$ cat src/rtl/frogger_pkg.sv
// Shared constants, FSM encoding and helpers for the frogger traffic logic.
package frogger_pkg;

  localparam int unsigned H_DISPLAY    = 640;
  localparam int unsigned GRID_SIZE    = 32;
  localparam int unsigned CAR_W        = 64;
  localparam int unsigned LANE_Y0      = 96;
  localparam int unsigned LANE_PITCH   = 64;
  localparam int unsigned START_LIVES  = 3;
  localparam int unsigned NUM_LANES    = 4;
  localparam int unsigned X_W          = 10;
  localparam int unsigned ADD_W        = 11;
  localparam int unsigned CAR_INIT_GAP = 160;

  typedef enum logic [1:0] {
    ST_PLAY      = 2'd0,
    ST_CHECK     = 2'd1,
    ST_HIT_WAIT  = 2'd2,
    ST_GAME_OVER = 2'd3
  } state_t;

  // Car speed in pixels per frame: level clamped to 1..7.
  function automatic logic [2:0] level_step(input logic [3:0] level);
    if (level == 4'd0) return 3'd1;
    if (level > 4'd7) return 3'd7;
    return level[2:0];
  endfunction

endpackage

$ cat src/rtl/lane_car.sv
// One lane's car: x position register with per-frame step and horizontal wrap.
module lane_car #(
  parameter int unsigned H_DISPLAY = 640,
  parameter bit          MOVE_LEFT = 1'b0,
  parameter int unsigned INIT_X    = 0
) (
  input  logic       i_Clk,
  input  logic       i_Reset,
  input  logic       i_Load,
  input  logic       i_Move,
  input  logic [2:0] i_Step,
  output logic [9:0] o_X
);

  logic [10:0] x_ext;
  logic [10:0] step_ext;
  logic [10:0] h_ext;
  logic [10:0] sum;
  logic [10:0] next_x;

  // Next position, computed 11 bits wide so x + H_DISPLAY cannot overflow.
  always_comb begin
    x_ext    = {1'b0, o_X};
    step_ext = 11'(i_Step);
    h_ext    = 11'(H_DISPLAY);
    sum      = x_ext + step_ext;
    next_x   = sum;
    if (MOVE_LEFT) begin
      if (x_ext < step_ext) next_x = x_ext + h_ext - step_ext;
      else                  next_x = x_ext - step_ext;
    end else if (sum >= h_ext) begin
      next_x = sum - h_ext;
    end
  end

  always_ff @(posedge i_Clk) begin
    if (i_Reset || i_Load) o_X <= 10'(INIT_X);
    else if (i_Move)       o_X <= next_x[9:0];
  end

endmodule

$ cat src/rtl/traffic_collision.sv
// Frogger traffic: four moving car lanes, frog collision check, lives and game-over FSM.
module traffic_collision #(
  parameter int unsigned H_DISPLAY  = frogger_pkg::H_DISPLAY,
  parameter int unsigned GRID_SIZE  = frogger_pkg::GRID_SIZE,
  parameter int unsigned CAR_W      = frogger_pkg::CAR_W,
  parameter int unsigned LANE_Y0    = frogger_pkg::LANE_Y0,
  parameter int unsigned HIT_FRAMES = 60
) (
  input  logic        i_Clk,
  input  logic        i_Reset,
  input  logic        i_Frame_Tick,
  input  logic [9:0]  i_Frog_X,
  input  logic [9:0]  i_Frog_Y,
  input  logic [3:0]  i_Level,
  input  logic        i_Restart,
  output logic [39:0] o_Car_X,
  output logic        o_Hit,
  output logic [1:0]  o_Lives,
  output logic        o_Game_Over
);
  import frogger_pkg::*;

  localparam int unsigned CNT_W = $clog2(HIT_FRAMES + 1);

  state_t           state, state_next;
  logic [CNT_W-1:0] cnt, cnt_next;
  logic [1:0]       lives_next;
  logic             hit_next;
  logic             go_next;
  logic             pend, pend_next;
  logic             tick_c;
  logic             move_c;
  logic             load_c;
  logic [2:0]       step_c;
  logic [3:0]       lane_hit_c;
  logic             any_hit_c;

  assign step_c    = level_step(i_Level);
  assign tick_c    = i_Frame_Tick | pend;
  assign any_hit_c = |lane_hit_c;

  for (genvar k = 0; k < 4; k++) begin : g_lane
    localparam bit          LEFT   = (k % 2) == 1;
    localparam logic [9:0]  LANE_Y = 10'(LANE_Y0 + LANE_PITCH * k);
    logic [10:0] car_x;
    logic [10:0] frog_x;

    lane_car #(
      .H_DISPLAY (H_DISPLAY),
      .MOVE_LEFT (LEFT),
      .INIT_X    (CAR_INIT_GAP * k)
    ) u_car (
      .i_Clk   (i_Clk),
      .i_Reset (i_Reset),
      .i_Load  (load_c),
      .i_Move  (move_c),
      .i_Step  (step_c),
      .o_X     (o_Car_X[10*k +: 10])
    );

    // Head-only overlap; the wrapped-around tail of a car is ignored.
    assign car_x         = {1'b0, o_Car_X[10*k +: 10]};
    assign frog_x        = {1'b0, i_Frog_X};
    assign lane_hit_c[k] = (i_Frog_Y == LANE_Y) &&
                           (frog_x < car_x + 11'(CAR_W)) &&
                           (car_x < frog_x + 11'(GRID_SIZE));
  end

  always_ff @(posedge i_Clk) begin
    if (i_Reset) begin
      state       <= ST_PLAY;
      cnt         <= '0;
      o_Lives     <= 2'(START_LIVES);
      o_Hit       <= 1'b0;
      o_Game_Over <= 1'b0;
      pend        <= 1'b0;
    end else begin
      state       <= state_next;
      cnt         <= cnt_next;
      o_Lives     <= lives_next;
      o_Hit       <= hit_next;
      o_Game_Over <= go_next;
      pend        <= pend_next;
    end
  end

  // A tick landing in CHECK is parked in pend and consumed the next cycle.
  always_comb begin
    state_next = state;
    cnt_next   = cnt;
    lives_next = o_Lives;
    hit_next   = 1'b0;
    go_next    = o_Game_Over;
    pend_next  = 1'b0;
    move_c     = 1'b0;
    load_c     = 1'b0;
    case (state)
      ST_PLAY: begin
        if (tick_c) begin
          move_c     = 1'b1;
          state_next = ST_CHECK;
        end
      end
      ST_CHECK: begin
        pend_next = i_Frame_Tick;
        if (any_hit_c) begin
          hit_next = 1'b1;
          if (o_Lives > 2'd1) begin
            lives_next = o_Lives - 2'd1;
            cnt_next   = CNT_W'(HIT_FRAMES);
            state_next = ST_HIT_WAIT;
          end else begin
            lives_next = 2'd0;
            go_next    = 1'b1;
            state_next = ST_GAME_OVER;
          end
        end else begin
          state_next = ST_PLAY;
        end
      end
      ST_HIT_WAIT: begin
        if (tick_c) begin
          move_c = 1'b1;
          if (cnt <= CNT_W'(1)) begin
            cnt_next   = '0;
            state_next = ST_PLAY;
          end else begin
            cnt_next = cnt - CNT_W'(1);
          end
        end
      end
      ST_GAME_OVER: begin
        if (i_Restart) begin
          load_c     = 1'b1;
          lives_next = 2'(START_LIVES);
          go_next    = 1'b0;
          state_next = ST_PLAY;
        end
      end
      default: state_next = ST_PLAY;
    endcase
  end

endmodule

$ cat config.mk
export PLATFORM = sky130hd
export DESIGN_NAME = traffic_collision
export DESIGN_NICKNAME = d
export VERILOG_FILES = /design/src/rtl/frogger_pkg.sv /design/src/rtl/lane_car.sv /design/src/rtl/traffic_collision.sv
export SDC_FILE = /design/constraint.sdc
export NUM_CORES = 1
export LEC_CHECK = 0
export ABC_AREA = 1
export CAP_MARGIN = 25
export CORE_MARGIN = 4
export CORE_UTILIZATION = 55
export CTS_BUF_LIST = sky130_fd_sc_hd__clkbuf_16
export DETAILED_ROUTE_END_ITERATION = 12
export PLACE_DENSITY = 0.82
export SYNTH_ARGS = -nofsm -noshare
export SYNTH_HDL_FRONTEND = slang
export SYNTH_SLANG_ARGS = --single-unit
$ cat constraint.sdc
create_clock -name i_Clk -period 4.7 [get_ports i_Clk]
set_input_delay 0.94 -clock i_Clk [delete_from_list [all_inputs] [get_ports i_Clk]]
set_output_delay 0.94 -clock i_Clk [all_outputs]
set_load 0.02 [all_outputs]
==> run summary <==
On the worst path, the slowest cell contributes a delay of 430 ps. The number of global-route vias before repair came out at 5953. The data arrival time of the critical path came out at 3810 ps. The count of port buffers added during placement is 71. Clock tree synthesis found a total of 53 sinks. The required arrival time at the worst endpoint is 4930 ps. The worst path uses 76.17% of the clock period. The die boundary width is 115.1 um.

Max-cap violations in this run came to 0. For this design the total switching power over the nets is 992.5 uW. STA classifies the critical path endpoint as a flop. Routability-driven placement finished with a final weighted congestion of roughly 0.87. The type of the worst setup path is input pin to flop.

Setup violations remaining at the end of the flow were counted as 0. The aggregate negative setup slack came out at 0 ps. The final routed wire length divided by cell count came out at 14.49 um.

The synthesized instance count is 935. The run finished with clean final reports. The maximum fanout count along the critical path is 4. The transition time of the tightest slew-check pin came out at roughly 890 ps. The final setup skew is 6.058 ps. The initialized floorplan defines 38 standard-cell rows. The worst relative slew slack is between 40% and 50%. TritonCTS built the clock tree.

Setup repair after global routing left no endpoint under its margin. The total number of H-tree levels is 2. Before CTS, the worst setup slack after placement is 837.5 ps. The largest voltage drop on the vdd net is between 0.00015 and 0.0002 V. The setup slack after layout came out at between 1000 and 1500 ps.

The clock buffer count from CTS came out at 5. The number of nets in the layout is about 1.2k. The clock period minus final worst setup slack came out at around 3600 ps. The number of storage elements in the synthesis netlist is 53. The critical path goes through clkdlybuf4s50_1, o21ai_0, buf_4, ha_1, inv_1, fa_1, inv_1, nand2_1, nand2_1, nand2_2, nand2_1, nand2_2, ha_1, inv_1, nand2_1, nand2_1, inv_2, o21ai_2, nand2_1, nand2_1, nand2_1, a21oi_1.

The quantity of hold-fixing buffers added after cts came out at 0. The portion of total power attributed to the clock network is 17.1%. Clock latency on the worst-skew pair, taken at its later pin, is 300 ps. The initial antenna violation count is 0. The most frequent cell on the critical path is nand2_1.

The category of the worst setup path launch point is an input pin. The share of synthesized area occupied by flip-flops and latches came out at 16.81%. The number of antenna diodes in the final layout is 0. The number of post-CTS setup repair buffers came out at 0. The cell family with the largest share of critical-path delay is buffers and inverters. The layout overhead on the synthesized area is 16.16%. Summing every instance area after synthesis gives 6311 um^2. Once detailed placement completed, the half-perimeter wirelength came to between 10 and 15 mm.

For this run, the leading register cell type out of synthesis is dfxtp_1. CTS placed an instance of clkbuf_16 at the clock tree root. The aggregate global-route resource usage came out at 25.85%. The share of layout cells above drive strength 1 is 5.263%. In this run the deepest clock path goes through 2 buffers. The relative contribution of combinational cells to total power is 54.1%. The starting density of the core came out at 57.21%.

Derived from the worst setup path, the maximum achievable clock frequency is 279.3 MHz. The total congestion overflow after global routing is 0. The total power per unit cell area is about 300 nW/um^2.

The remaining routing DRC violations is 0. The standard cell core area came out at 11030 um^2. The pin count of the biggest net entering global routing is 47. The first-pass GRT wire length is 28.08 mm.

The total number of yosys warnings is 0. The clock-pin slew on the worst setup and hold paths is about 70 ps. The standard cell with the maximum stage delay on the critical path is clkdlybuf4s50_1. The number of nets handed over by synthesis was 1092. The final antenna-violating net count came out at 0. Together, buffers and inverters on the worst path number 6.

The quantity of gates resized following cts came out at 0. The max-slew violation total from the final report came to 0. In this run the worst hold path is classified as flop to flop.

The sequential fraction of design power came out at 28.8%. The number of DRC markers in iteration 0 is about 420. For this run, asynchronously set or reset flops after synthesis account for 0%. The count of endpoints failing hold in the final timing report came out at 0.

Averaged over all synthesized cells, the footprint is 6.750 um^2. In this run the static leakage power is roughly 0.0037 uW. The number of optimization iterations in the first detailed-route pass came out at 5. The I/O pin count is 72. The internal cell power came out at 1182 uW. The die span in y came out at approximately 120 um. The area enclosed by the die boundary came out at 13250 um^2.

The via count is 6139. The number of distinct library cells after synthesis is 45. In this run, synthesis inferred 0 flip-flops with an integrated enable. The switching part of the total is a little under half. The via density per instance came out at 5.352. The minimum hold slack came out at 456.0 ps. The wire length after detailed routing came out at about 17 mm.
## tightest hold or removal path, stage by stage, from the launching register on
cell,delay (ps)
dfxtp_1,310
inv_1,50
a21oi_1,50
## state kept, by name (all words and copies together), names as in the netlist
| signal | cells |
|---|---|
| state | 2 |
| o_Game_Over | 1 |
| g_lane.u_car.o_X | 40 |
| o_Lives | 2 |
| pend | 1 |
| o_Hit | 1 |
| cnt | 6 |
## cell usage in the layout, fill, tap and decap left out, drive strengths merged
master / synthesis / routed
o31ai: 3 / 3
and2: 3 / 3
dfxtp: 53 / 53
nand2: 193 / 193
o221ai: 1 / 1
a21boi: 1 / 1
a21o: 5 / 5
o21ai: 51 / 51
a21oi: 80 / 80
clkinv: 3 / 3
fa: 8 / 8
a31oi: 5 / 5
clkdlybuf4s50: 0 / 71
nor2: 93 / 93
ha: 121 / 121
nand4: 13 / 13
o21bai: 2 / 2
o22ai: 2 / 2
a221oi: 2 / 2
clkbuf: 11 / 5
o211ai: 8 / 8
nor3: 14 / 14
nor3b: 2 / 2
and3: 1 / 1
or2: 8 / 8
xnor2: 7 / 7
xor2: 31 / 31
a211oi: 2 / 2
inv: 151 / 153
clkinvlp: 0 / 1
nand3: 56 / 56
buf: 1 / 5
nand3b: 4 / 4
## cell type report
class,count,area [um^2]
multi-input cells,716,4626
clock inverters,3,15.01
repair buffers,76,748.2
flip-flops and latches,53,1061
well taps,140,175.2
clock buffers,5,125.1
fillers,1005,3700
inverters,154,580.6
## power by group through the flow
stage                     Clock [uW]  Sequential [uW]  Combinational (uW)
after global routing             392              638                1340
after global placement             0              635                1140
after floorplan                    0              662                 777
after CTS                        377              624                1170
final                            372              627                1180
after detailed placement           0              634                1160
## through the flow
stage / instances / power (uW) / area [um^2] / utilization, %
floorplan: 935 / 1439 / 6311 / -
global placement: 1139 / 1770 / 7191 / 65.19
CTS: 1147 / 2169 / 7331 / 66.46
finish: 1147 / 2174 / 7331 / 66.46
detailed placement: 1139 / 1792 / 7191 / 65.19
global route: 1147 / 2373 / 7331 / 66.46
## worst paths after layout
kind	from	endpoint	slack, ps	cells after the start
min reg2reg	o_Game_Over	o_Game_Over	460	2
max reg2reg	g_lane[1].u_car.o_X[7]	cnt[3]	2070	15
max	i_Level[1]	g_lane[0].u_car.o_X[9]	1120	22
min	o_Game_Over	o_Game_Over	460	2
## layer usage
| layer | vias up | routed length, um | global-route usage (%) |
|---|---|---|---|
| li1 | 3191 | - | - |
| met1 | 2758 | 7945 | 35.73 |
| met2 | 162 | 7480 | 42.44 |
| met3 | 28 | 831 | 3.000 |
| met4 | 0 | 362 | 7.512 |
| met5 | - | 0 | 0 |
## kinds of logic after synthesis
kind of cell / count (synthesis) / share of synthesized area [%]
buffers and inverters: 166 / 9.932
flip-flops: 53 / 16.81
AO/OA/AOI/OAI: 162 / 14.18
AND/OR/NAND/NOR: 387 / 27.28
XOR/XNOR: 38 / 5.274
adder cells (fa/ha/maj): 129 / 26.53
## cell usage after synthesis (3+ instances only)
cell type  instances  area [um^2]
dfxtp_1           53         1061
o31ai_1            3        22.52
nor2_2             3        18.77
ha_1             121         1514
o21ai_0           41        205.2
a21o_1             5        37.54
and2_1             3        18.77
a21oi_1           80        400.4
nand4_1           12        75.07
clkbuf_1          11        41.29
o21ai_1            7        35.03
or2_2              3        18.77
or2_1              4        25.02
o211ai_1           8        60.06
nand2_2           12        75.07
nand3_1           55        275.3
nand3b_1           4        30.03
nand2_4            3        33.78
inv_1            142        533.0
a31oi_1            5        31.28
o21ai_2            3        26.28
inv_2              9        33.78
nor2_1            88        330.3
nand2_1          178        668.1
xnor2_1            7        61.31
fa_1               8        160.2
xor2_1            31        271.5
nor3_1            13        65.06
Power figures use the tool's default switching activity.
